==> config.mk <==
export PLATFORM = sky130hd
export DESIGN_NAME = uart_rx
export DESIGN_NICKNAME = d
export VERILOG_FILES = /design/src/rtl/uart_pkg.sv /design/src/rtl/uart_rx_fifo.sv /design/src/rtl/uart_rx.sv
export SDC_FILE = /design/constraint.sdc
export NUM_CORES = 1
export LEC_CHECK = 0
export CAP_MARGIN = 5
export CORE_MARGIN = 3
export CORE_UTILIZATION = 40
export DETAILED_ROUTE_END_ITERATION = 7
export SLEW_MARGIN = 30
export SYNTH_ARGS = -nofsm -noshare
export SYNTH_HDL_FRONTEND = slang
export SYNTH_SLANG_ARGS = --single-unit
==> constraint.sdc <==
create_clock -name clk -period 2.3 [get_ports clk]
set_clock_uncertainty 0.15 [all_clocks]
set_input_delay 0.23 -clock clk [delete_from_list [all_inputs] [get_ports clk]]
set_output_delay 0.23 -clock clk [all_outputs]
set_load 0.1 [all_outputs]
==> src/rtl/uart_pkg.sv <==
// Shared types and constants for the UART receiver: FSM state encoding,
// default bit period and receive FIFO depth.
package uart_pkg;

   localparam int DEFAULT_CLKS_PER_BIT = 434;
   localparam int FIFO_DEPTH           = 4;
   localparam int FIFO_PTR_W           = $clog2(FIFO_DEPTH);
   localparam int CNT_W                = 16;

   typedef enum logic [1:0] {
      ST_IDLE  = 2'd0,
      ST_START = 2'd1,
      ST_DATA  = 2'd2,
      ST_STOP  = 2'd3
   } rx_state_t;

endpackage

==> src/rtl/uart_rx_fifo.sv <==
// Four-entry byte FIFO with wrapping pointers. The output holds the last
// popped byte while empty so the CPU-facing data register never goes stale.
module uart_rx_fifo
   import uart_pkg::*;
(
   input  logic       clk,
   input  logic       reset,
   input  logic       i_push,
   input  logic       i_pop,
   input  logic [7:0] i_data,
   output logic [7:0] o_data,
   output logic       o_empty,
   output logic       o_full
);

   logic [7:0]            r_mem [FIFO_DEPTH];
   logic [FIFO_PTR_W-1:0] r_wr_ptr;
   logic [FIFO_PTR_W-1:0] r_rd_ptr;
   logic [FIFO_PTR_W:0]   r_count;
   logic [7:0]            r_last;
   logic                  w_do_push;
   logic                  w_do_pop;

   assign o_empty = (r_count == '0);
   assign o_full  = (r_count == (FIFO_PTR_W+1)'(FIFO_DEPTH));

   // A pop frees a slot in the same cycle, so push+pop on a full FIFO succeeds.
   assign w_do_pop  = i_pop & ~o_empty;
   assign w_do_push = i_push & (~o_full | w_do_pop);

   always_ff @(posedge clk) begin
      if (reset) begin
         r_wr_ptr <= '0;
         r_rd_ptr <= '0;
         r_count  <= '0;
         r_last   <= '0;
         for (int i = 0; i < FIFO_DEPTH; i++) r_mem[i] <= '0;
      end else begin
         if (w_do_push) begin
            r_mem[r_wr_ptr] <= i_data;
            r_wr_ptr        <= r_wr_ptr + 1'b1;
         end
         if (w_do_pop) begin
            r_last   <= r_mem[r_rd_ptr];
            r_rd_ptr <= r_rd_ptr + 1'b1;
         end
         r_count <= r_count + {{FIFO_PTR_W{1'b0}}, w_do_push}
                            - {{FIFO_PTR_W{1'b0}}, w_do_pop};
      end
   end

   assign o_data = o_empty ? r_last : r_mem[r_rd_ptr];

endmodule

==> src/rtl/uart_rx.sv <==
// 8N1 UART receiver with a CPU-side receive buffer.
// Define UART_RX_FIFO_EN for a 4-entry FIFO; otherwise a single holding register.
module uart_rx
   import uart_pkg::*;
#(
   parameter int CLKS_PER_BIT = DEFAULT_CLKS_PER_BIT
) (
   input  logic       clk,
   input  logic       reset,
   input  logic       rx_en,
   input  logic       rx,
   input  logic       rd_ack,
   output logic [7:0] rx_data,
   output logic       receive_flag,
   output logic       frame_err,
   output logic       overrun
);

   localparam logic [CNT_W-1:0] BIT_LAST  = CNT_W'(CLKS_PER_BIT - 1);
   localparam logic [CNT_W-1:0] HALF_LAST = CNT_W'(CLKS_PER_BIT / 2 - 1);

   rx_state_t        r_state;
   rx_state_t        w_next;
   logic             r_rx_meta;
   logic             r_rx_sync;
   logic [CNT_W-1:0] r_clk_cnt;
   logic [2:0]       r_bit_idx;
   logic [7:0]       r_shift;
   logic             r_frame_err;
   logic             r_overrun;
   logic             w_tick;
   logic             w_sample_bit;
   logic             w_push;
   logic             w_ferr;
   logic             w_full;
   logic             w_empty;
   logic             w_pop;
   logic [7:0]       w_buf_data;

   always_ff @(posedge clk) begin
      if (reset) begin
         r_rx_meta <= 1'b1;
         r_rx_sync <= 1'b1;
      end else begin
         r_rx_meta <= rx;
         r_rx_sync <= r_rx_meta;
      end
   end

   // Start bit is checked at mid-bit; data and stop bits one full period apart.
   assign w_tick = (r_state == ST_START) ? (r_clk_cnt == HALF_LAST)
                                         : (r_clk_cnt == BIT_LAST);

   always_ff @(posedge clk) begin
      if (reset) r_state <= ST_IDLE;
      else       r_state <= w_next;
   end

   always_comb begin
      w_next = r_state;
      case (r_state)
         ST_IDLE:  if (!r_rx_sync && rx_en) w_next = ST_START;
         ST_START: begin
            if (!rx_en)      w_next = ST_IDLE;
            else if (w_tick) w_next = r_rx_sync ? ST_IDLE : ST_DATA;
         end
         ST_DATA: begin
            if (!rx_en)                           w_next = ST_IDLE;
            else if (w_tick && r_bit_idx == 3'd7) w_next = ST_STOP;
         end
         ST_STOP: begin
            if (!rx_en || w_tick) w_next = ST_IDLE;
         end
         default: w_next = ST_IDLE;
      endcase
   end

   always_comb begin
      w_sample_bit = 1'b0;
      w_push       = 1'b0;
      w_ferr       = 1'b0;
      case (r_state)
         ST_DATA: w_sample_bit = rx_en & w_tick;
         ST_STOP: begin
            w_push = rx_en & w_tick &  r_rx_sync;
            w_ferr = rx_en & w_tick & ~r_rx_sync;
         end
         default: ;
      endcase
   end

   always_ff @(posedge clk) begin
      if (reset) begin
         r_clk_cnt   <= '0;
         r_bit_idx   <= '0;
         r_shift     <= '0;
         r_frame_err <= 1'b0;
      end else begin
         if (r_state == ST_IDLE || w_tick || !rx_en) r_clk_cnt <= '0;
         else                                        r_clk_cnt <= r_clk_cnt + 1'b1;

         if (r_state == ST_IDLE) r_bit_idx <= '0;
         else if (w_sample_bit)  r_bit_idx <= r_bit_idx + 1'b1;

         if (w_sample_bit) r_shift <= {r_rx_sync, r_shift[7:1]};

         r_frame_err <= w_ferr;
      end
   end

   assign w_pop = rd_ack & ~w_empty;

`ifdef UART_RX_FIFO_EN
   uart_rx_fifo u_fifo (
      .clk     (clk),
      .reset   (reset),
      .i_push  (w_push),
      .i_pop   (rd_ack),
      .i_data  (r_shift),
      .o_data  (w_buf_data),
      .o_empty (w_empty),
      .o_full  (w_full)
   );
`else
   logic [7:0] r_hold;
   logic       r_valid;

   always_ff @(posedge clk) begin
      if (reset) begin
         r_hold  <= '0;
         r_valid <= 1'b0;
      end else if (w_push && (!r_valid || w_pop)) begin
         r_hold  <= r_shift;
         r_valid <= 1'b1;
      end else if (w_pop) begin
         r_valid <= 1'b0;
      end
   end

   assign w_buf_data = r_hold;
   assign w_empty    = ~r_valid;
   assign w_full     = r_valid;
`endif

   // A simultaneous rd_ack makes room, so only an unserviced full push overruns.
   always_ff @(posedge clk) begin
      if (reset)                              r_overrun <= 1'b0;
      else if (rd_ack)                        r_overrun <= 1'b0;
      else if (w_push && w_full)              r_overrun <= 1'b1;
   end

   assign rx_data      = w_buf_data;
   assign receive_flag = ~w_empty;
   assign frame_err    = r_frame_err;
   assign overrun      = r_overrun;

endmodule

## After elaboration in Yosys (flattened, before gate mapping)

Cells that the tools add are included.

- Equal/unequal tests: 10
- Bitwise gates (word level): 6
- Reduce and logical (&&, ||, !) cells: 18
- Muxes and demuxes: 13
- Div/mod/pow operators: 0
- Shifts and indexed selects: 0
- $add $sub $neg: 2
- $mul: 0
- $lt $le $gt $ge: 0

Operators with widths:

| operator | number |
|---|---|
| $add 16x1->16 const B | 1 |
| $eq 16x8->1 const B | 1 |
| $eq 16x9->1 const B | 1 |
| $mux 2 | 7 |
| $pmux 2 s4 | 1 |
| $reduce_or 2->1 | 4 |
| $ne 3x3->1 const B | 2 |
| $mux 1 | 5 |
| $and 1x1->1 | 4 |
| $eq 2x2->1 const B | 2 |
| $logic_and 1x1->1 | 4 |
| $logic_or 1x1->1 | 4 |
| $ne 2x2->1 const B | 2 |
| $reduce_and 4->1 | 1 |
| $add 3x1->3 const B | 1 |
| $eq 3x3->1 const B | 1 |
| $logic_not 1->1 | 3 |
| $eq 2x1->1 const B | 1 |
| $logic_not 2->1 | 1 |
| $not 1->1 | 2 |
| $reduce_bool 2->1 | 1 |

- Output and inout port bits: 11
- Memories: 0
- Memory bits (read-only): 0
- Flip-flop bits (word level): 42
- Bits in latches: 0
- Memory bits (writable): 0

## Depth between registers and ports, before layout

- Depth in word-level cells: 7
- Depth in mapped cells: 8
- Gate-level depth less buffers: 6

## Worst setup path after synthesis

Ideal clock, no wire load.

- Kind: reg-to-reg
- From: register r_state[0]
- To: register r_hold[0] (netlist: rx_data[0])
- Setup slack: 287 ps
- Data required time: 2032 ps
- Arrival: 1745 ps
- Setup time: 118 ps
- Path buffers: 1
- Cell stages (with the launch flop): 7
- Path through: dfxtp_1 buf_4 nand2b_4 or4_4 a211oi_4 mux2i_1 nor2_1

- Longest elaborated chain between the ends: 6

Ends and longest elaborated chain:

| item | RTL line | RTL |
|---|---|---|
| from (decl) | uart_rx.sv:22 | `rx_state_t r_state;` |
| from (signal assigned) | uart_rx.sv:56 | `else r_state <= w_next;` |
| $eq 2x1->1 | uart_rx.sv:51 | `assign w_tick = (r_state == ST_START) ? (r_clk_cnt == HALF_LAST)` |
| $mux 1 | uart_rx.sv:51 |  |
| $and 1x1->1 (2 in a row) | uart_rx.sv:85 | `w_push = rx_en & w_tick & r_rx_sync;` |
| $mux 1 * | uart_rx.sv:82 | `case (r_state)` |
| $logic_and 1x1->1 * | uart_rx.sv:132 | `end else if (w_push && (!r_valid \|\| w_pop)) begin` |
| to (signal assigned) | uart_rx.sv:133 | `r_hold <= r_shift;` |
| to (decl) | uart_rx.sv:125 | `logic [7:0] r_hold;` |

Mark *: on every way between the ends. The rest lies on a longest branch, timed or not.
A chain may end at the register's enable or synchronous reset.

## Worst setup path after layout

- From: register r_state[1]
- To: register r_bit_idx[0]

- Longest elaborated chain between the ends: 4

Ends and longest elaborated chain:

| item | RTL line | RTL |
|---|---|---|
| $eq 2x1->1 | uart_rx.sv:51 |  |
| $mux 1 | uart_rx.sv:51 |  |
| $and 1x1->1 | uart_rx.sv:83 | `ST_DATA: w_sample_bit = rx_en & w_tick;` |
| $mux 1 | uart_rx.sv:82 |  |
| to (signal assigned) | uart_rx.sv:103 | `else if (w_sample_bit) r_bit_idx <= r_bit_idx + 1'b1;` |
| to (decl) | uart_rx.sv:27 | `logic [2:0] r_bit_idx;` |

Parallel ways exist; a longest one is shown, timed or not.

==> results summary <==
The run finished with clean final reports. Across all setup checks in the final design, the least slack found is ~0.17 ns. The clock root buffer is clkbuf_8. The count of buffers from port buffering is 15. The total power consumption of the routed design came out at ~1.2 mW.

The hold-fix buffer count after cts came out at 0. The number of nets in the synthesized netlist came out at about 200. The DRC violation count after routing came out at 0. The first-iteration detailed-routing DRC count came out at 75. The slew at the pin closest to its max-slew limit is 0.382 ns.

The number of distinct library cells after synthesis is 36. The net switching power of the design came out at between 0.2 and 0.3 mW. Setup repair after global routing left no endpoint under its margin.

The detailed-router iteration count before antenna repair is 4. For this design, the sink count on the clock tree is 42. The layout overhead on the synthesized area came out at 16.4%. The setup-violating endpoint count in the final report came out at 0. The max-slew violation count came out at 0. The number of routed nets with antenna violations came out at 0.

The synthesized area per cell came out at approximately 9.1 sq um. The post-placement worst setup slack is about 0.13 ns. The count of mapped cells out of synthesis is 193. The die is about 72 um tall.

The total via count after detailed routing is roughly 1400. The site row count is 23. The die boundary width came out at 72.4 um. Buffers inserted during clock tree synthesis total 5. The worst hold path belongs to the class reg2reg. The arrival time at the worst endpoint came out at 2.17 ns. The sequential-to-total area share from yosys stat is 47.6%. The multi-input gate area in the final layout came out at 875 sq um.

The element type at the critical path start is a flop. The synthesized flop and latch total is 42. The post-route minimum period came out at 2.13 ns. The total grt overflow is 0. The total leakage power is ~0.69 nW.

Setup total negative slack on the finished layout was measured at 0 ns. The combinational group share of total power came out at between 1.5 and 2%. The maximum VDD drop came out at 305 uV.

The diode insertion count for antenna repair came out at 0. The worst pin sits at a relative slew slack of about three quarters. The type of element capturing the critical path is a flop.

The register cell area after layout came out at around 840 sq um. The sequential power share is between 50% and 60%. The maximum clock path buffer count is 2. The post-CTS setup buffer count came out at 0. The share of cells above drive strength 1 came out at 17.2%.

The number of hold violations in the final report came out at 0. Summing all non-filler instances in the final layout gives an area of between 2000 and 2500 sq um. The region available for standard cell placement spans roughly 4100 sq um.

The internal cell power is approximately 0.95 mW. The number of max-cap violations is 0. The critical path is of the reg2reg type. The power density over the cells is 597 nW/um^2. For this run, the top clock speed supported by timing is between 0.4 and 0.5 GHz. The maximum number of pins on one net before global-route repair came out at 24. Among all stages on the critical path, the largest delay is contributed by a2111o_1. In this run the cell area measured after placement is ~2000 sq um. The effective utilization at floorplan came out at between 40% and 50%. The switching part of the total came out at between 20% and 30%. The biggest cell delay along the critical path is 0.56 ns. The total standard cell area after synthesis came out at about 1800 sq um. TritonCTS built the clock tree.

The total of warnings raised by yosys is 0. The routed wire length is around 3500 um. The data required time at the worst endpoint came out at approximately 2.3 ns. The fill cell total of the finished layout is about 390. The wire length of the first global-routing pass came out at just under 6000 um.

In this run the number of H-tree levels came out at 2. The detail-routed via count per cell is roughly 5.2. The clock share of power came out at about two fifths. The number of gates resized after CTS came out at 0. The clock-pin slew of the registers on the worst-case setup and hold paths is about 0.080 ns. Once detailed placement completed, the half-perimeter wirelength came to 2560 um. 16 I/O pins were placed. The placer's final routability congestion estimate came out at roughly 0.78. The overall routing resource usage is between 10 and 15%. The number of global-route vias before repair is around 1300.

The number of antenna violations at the first check in global routing is 0. The part of the cycle the worst path needs is about 93%. The clock latency of the later-clocked register in the worst-skew pair came out at roughly 0.30 ns. After the last flow step, the layout net total stands at between 200 and 250. The critical path goes through nand2b_4 -> or4_4 -> a2111o_1 -> xor2_1 -> nor2_1. Hold timing on the final database bottoms out at a slack of ~0.28 ns.

The die covers approximately 5200 sq um. The highest fanout seen on the critical path is 11. The routed wirelength normalized by instance count came out at about 13 um.
final timing paths:
check	from	slack (ns)	endpoint	cells after the start
min	r_rx_meta	0.28	r_rx_sync	1
min reg2reg	r_rx_meta	0.28	r_rx_sync	1
max reg2reg	r_state[1]	0.17	r_bit_idx[0]	5
max	r_state[1]	0.17	r_bit_idx[0]	5
layout by cell type, fill, tap and decap left out, types with 5 or more instances in the layout:
cell,Yosys,routed
mux2i_1,9,9
xor2_1,8,8
nand3_1,18,18
xnor2_1,7,7
buf_4,1,16
a21oi_1,11,11
nor2_1,35,35
nand2_1,18,18
dfxtp_1,42,42
clkbuf_8,0,5
area by class of cell:
cell class,instances,area share (%)
Clock buffer,5,3.35
Inverter,2,0.365
Sequential cell,42,40.9
Clock inverter,3,1.03
Timing Repair Buffer,21,8.76
Multi-Input combinational cell,142,42.5
Tap cell,50,3.04
worst max-delay path, delay by kind of cell (launching register included):
kind	cells	cell delay, ns
xor gates and xnor gates	1	0.21
AOI/OAI and AO/OA	1	0.56
and+or+nand+nor	3	0.73
DFF	1	0.37
stage by stage:
stage,std cells,utilization [%]
floorplan,193,-
global placement,257,47.8
detailed placement,257,47.8
CTS,265,50.0
global route,265,50.0
finish,265,50.0
flip-flops by register name (all words and copies together), names as in the netlist:
name,count
r_clk_cnt,16
r_shift,8
rx_data,8
r_bit_idx,3
r_state,2
frame_err,1
overrun,1
r_rx_meta,1
r_rx_sync,1
receive_flag,1
power groups by stage:
stage / clock network [mW] / registers (mW) / logic [mW]
4_1_cts: 0.488 / 0.730 / 0.0225
6_report: 0.475 / 0.730 / 0.0224
2_1_floorplan: 0 / 0.747 / 0.0115
5_1_grt: 0.514 / 0.731 / 0.0244
3_3_place_gp: 0 / 0.747 / 0.0217
3_5_place_dp: 0 / 0.748 / 0.0223
cells in the mapped netlist:
cell type | n | area (sq um)
ha_1 | 3 | 37.5
a2111o_1 | 1 | 11.3
buf_2 | 3 | 15.0
a21bo_2 | 1 | 10.0
buf_4 | 1 | 7.51
nor4b_1 | 1 | 8.76
xnor2_1 | 7 | 61.3
dfxtp_1 | 42 | 841
or2_2 | 4 | 25.0
xor2_1 | 8 | 70.1
and4_2 | 1 | 10.0
or3_1 | 1 | 6.26
clkbuf_2 | 1 | 5.00
inv_1 | 2 | 7.51
a21oi_1 | 11 | 55.1
nor2_1 | 35 | 131
a31oi_1 | 2 | 12.5
nor4b_2 | 1 | 15.0
nand2b_1 | 2 | 12.5
mux2i_1 | 9 | 90.1
nand3b_1 | 3 | 22.5
clkbuf_1 | 1 | 3.75
or4_4 | 1 | 11.3
and3_1 | 1 | 6.26
a211oi_4 | 1 | 20.0
nand4_1 | 4 | 25.0
or3b_2 | 1 | 8.76
nor3_1 | 3 | 15.0
nand2b_4 | 1 | 13.8
buf_6 | 1 | 11.3
o21bai_1 | 1 | 7.51
nor2b_1 | 1 | 6.26
nor3b_1 | 1 | 7.51
nand3_1 | 18 | 90.1
nand2_1 | 18 | 67.6
a21oi_4 | 1 | 16.3
per-layer routing:
layer  vias up  part of all wire, %  GRT usage (%)
met5         -                    0              0
met4         0                  2.2           6.76
met3         7                  3.5           3.46
met2        23                   48           23.9
met1       642                   47           17.7
li1        698                    -              -
kinds of logic after synthesis:
kind of cell             count (synthesis)  share of synthesized area (%)
AO/OA/AOI/OAI                           18                           7.51
XOR/XNOR                                15                           7.44
adder cells (fa/ha/maj)                  3                           2.13
buffers and inverters                    9                           2.83
flip-flops                              42                           47.6
multiplexers                             9                           5.10
AND/OR/NAND/NOR                         97                           27.4
Note: power is estimated with default switching activity, not from simulation.
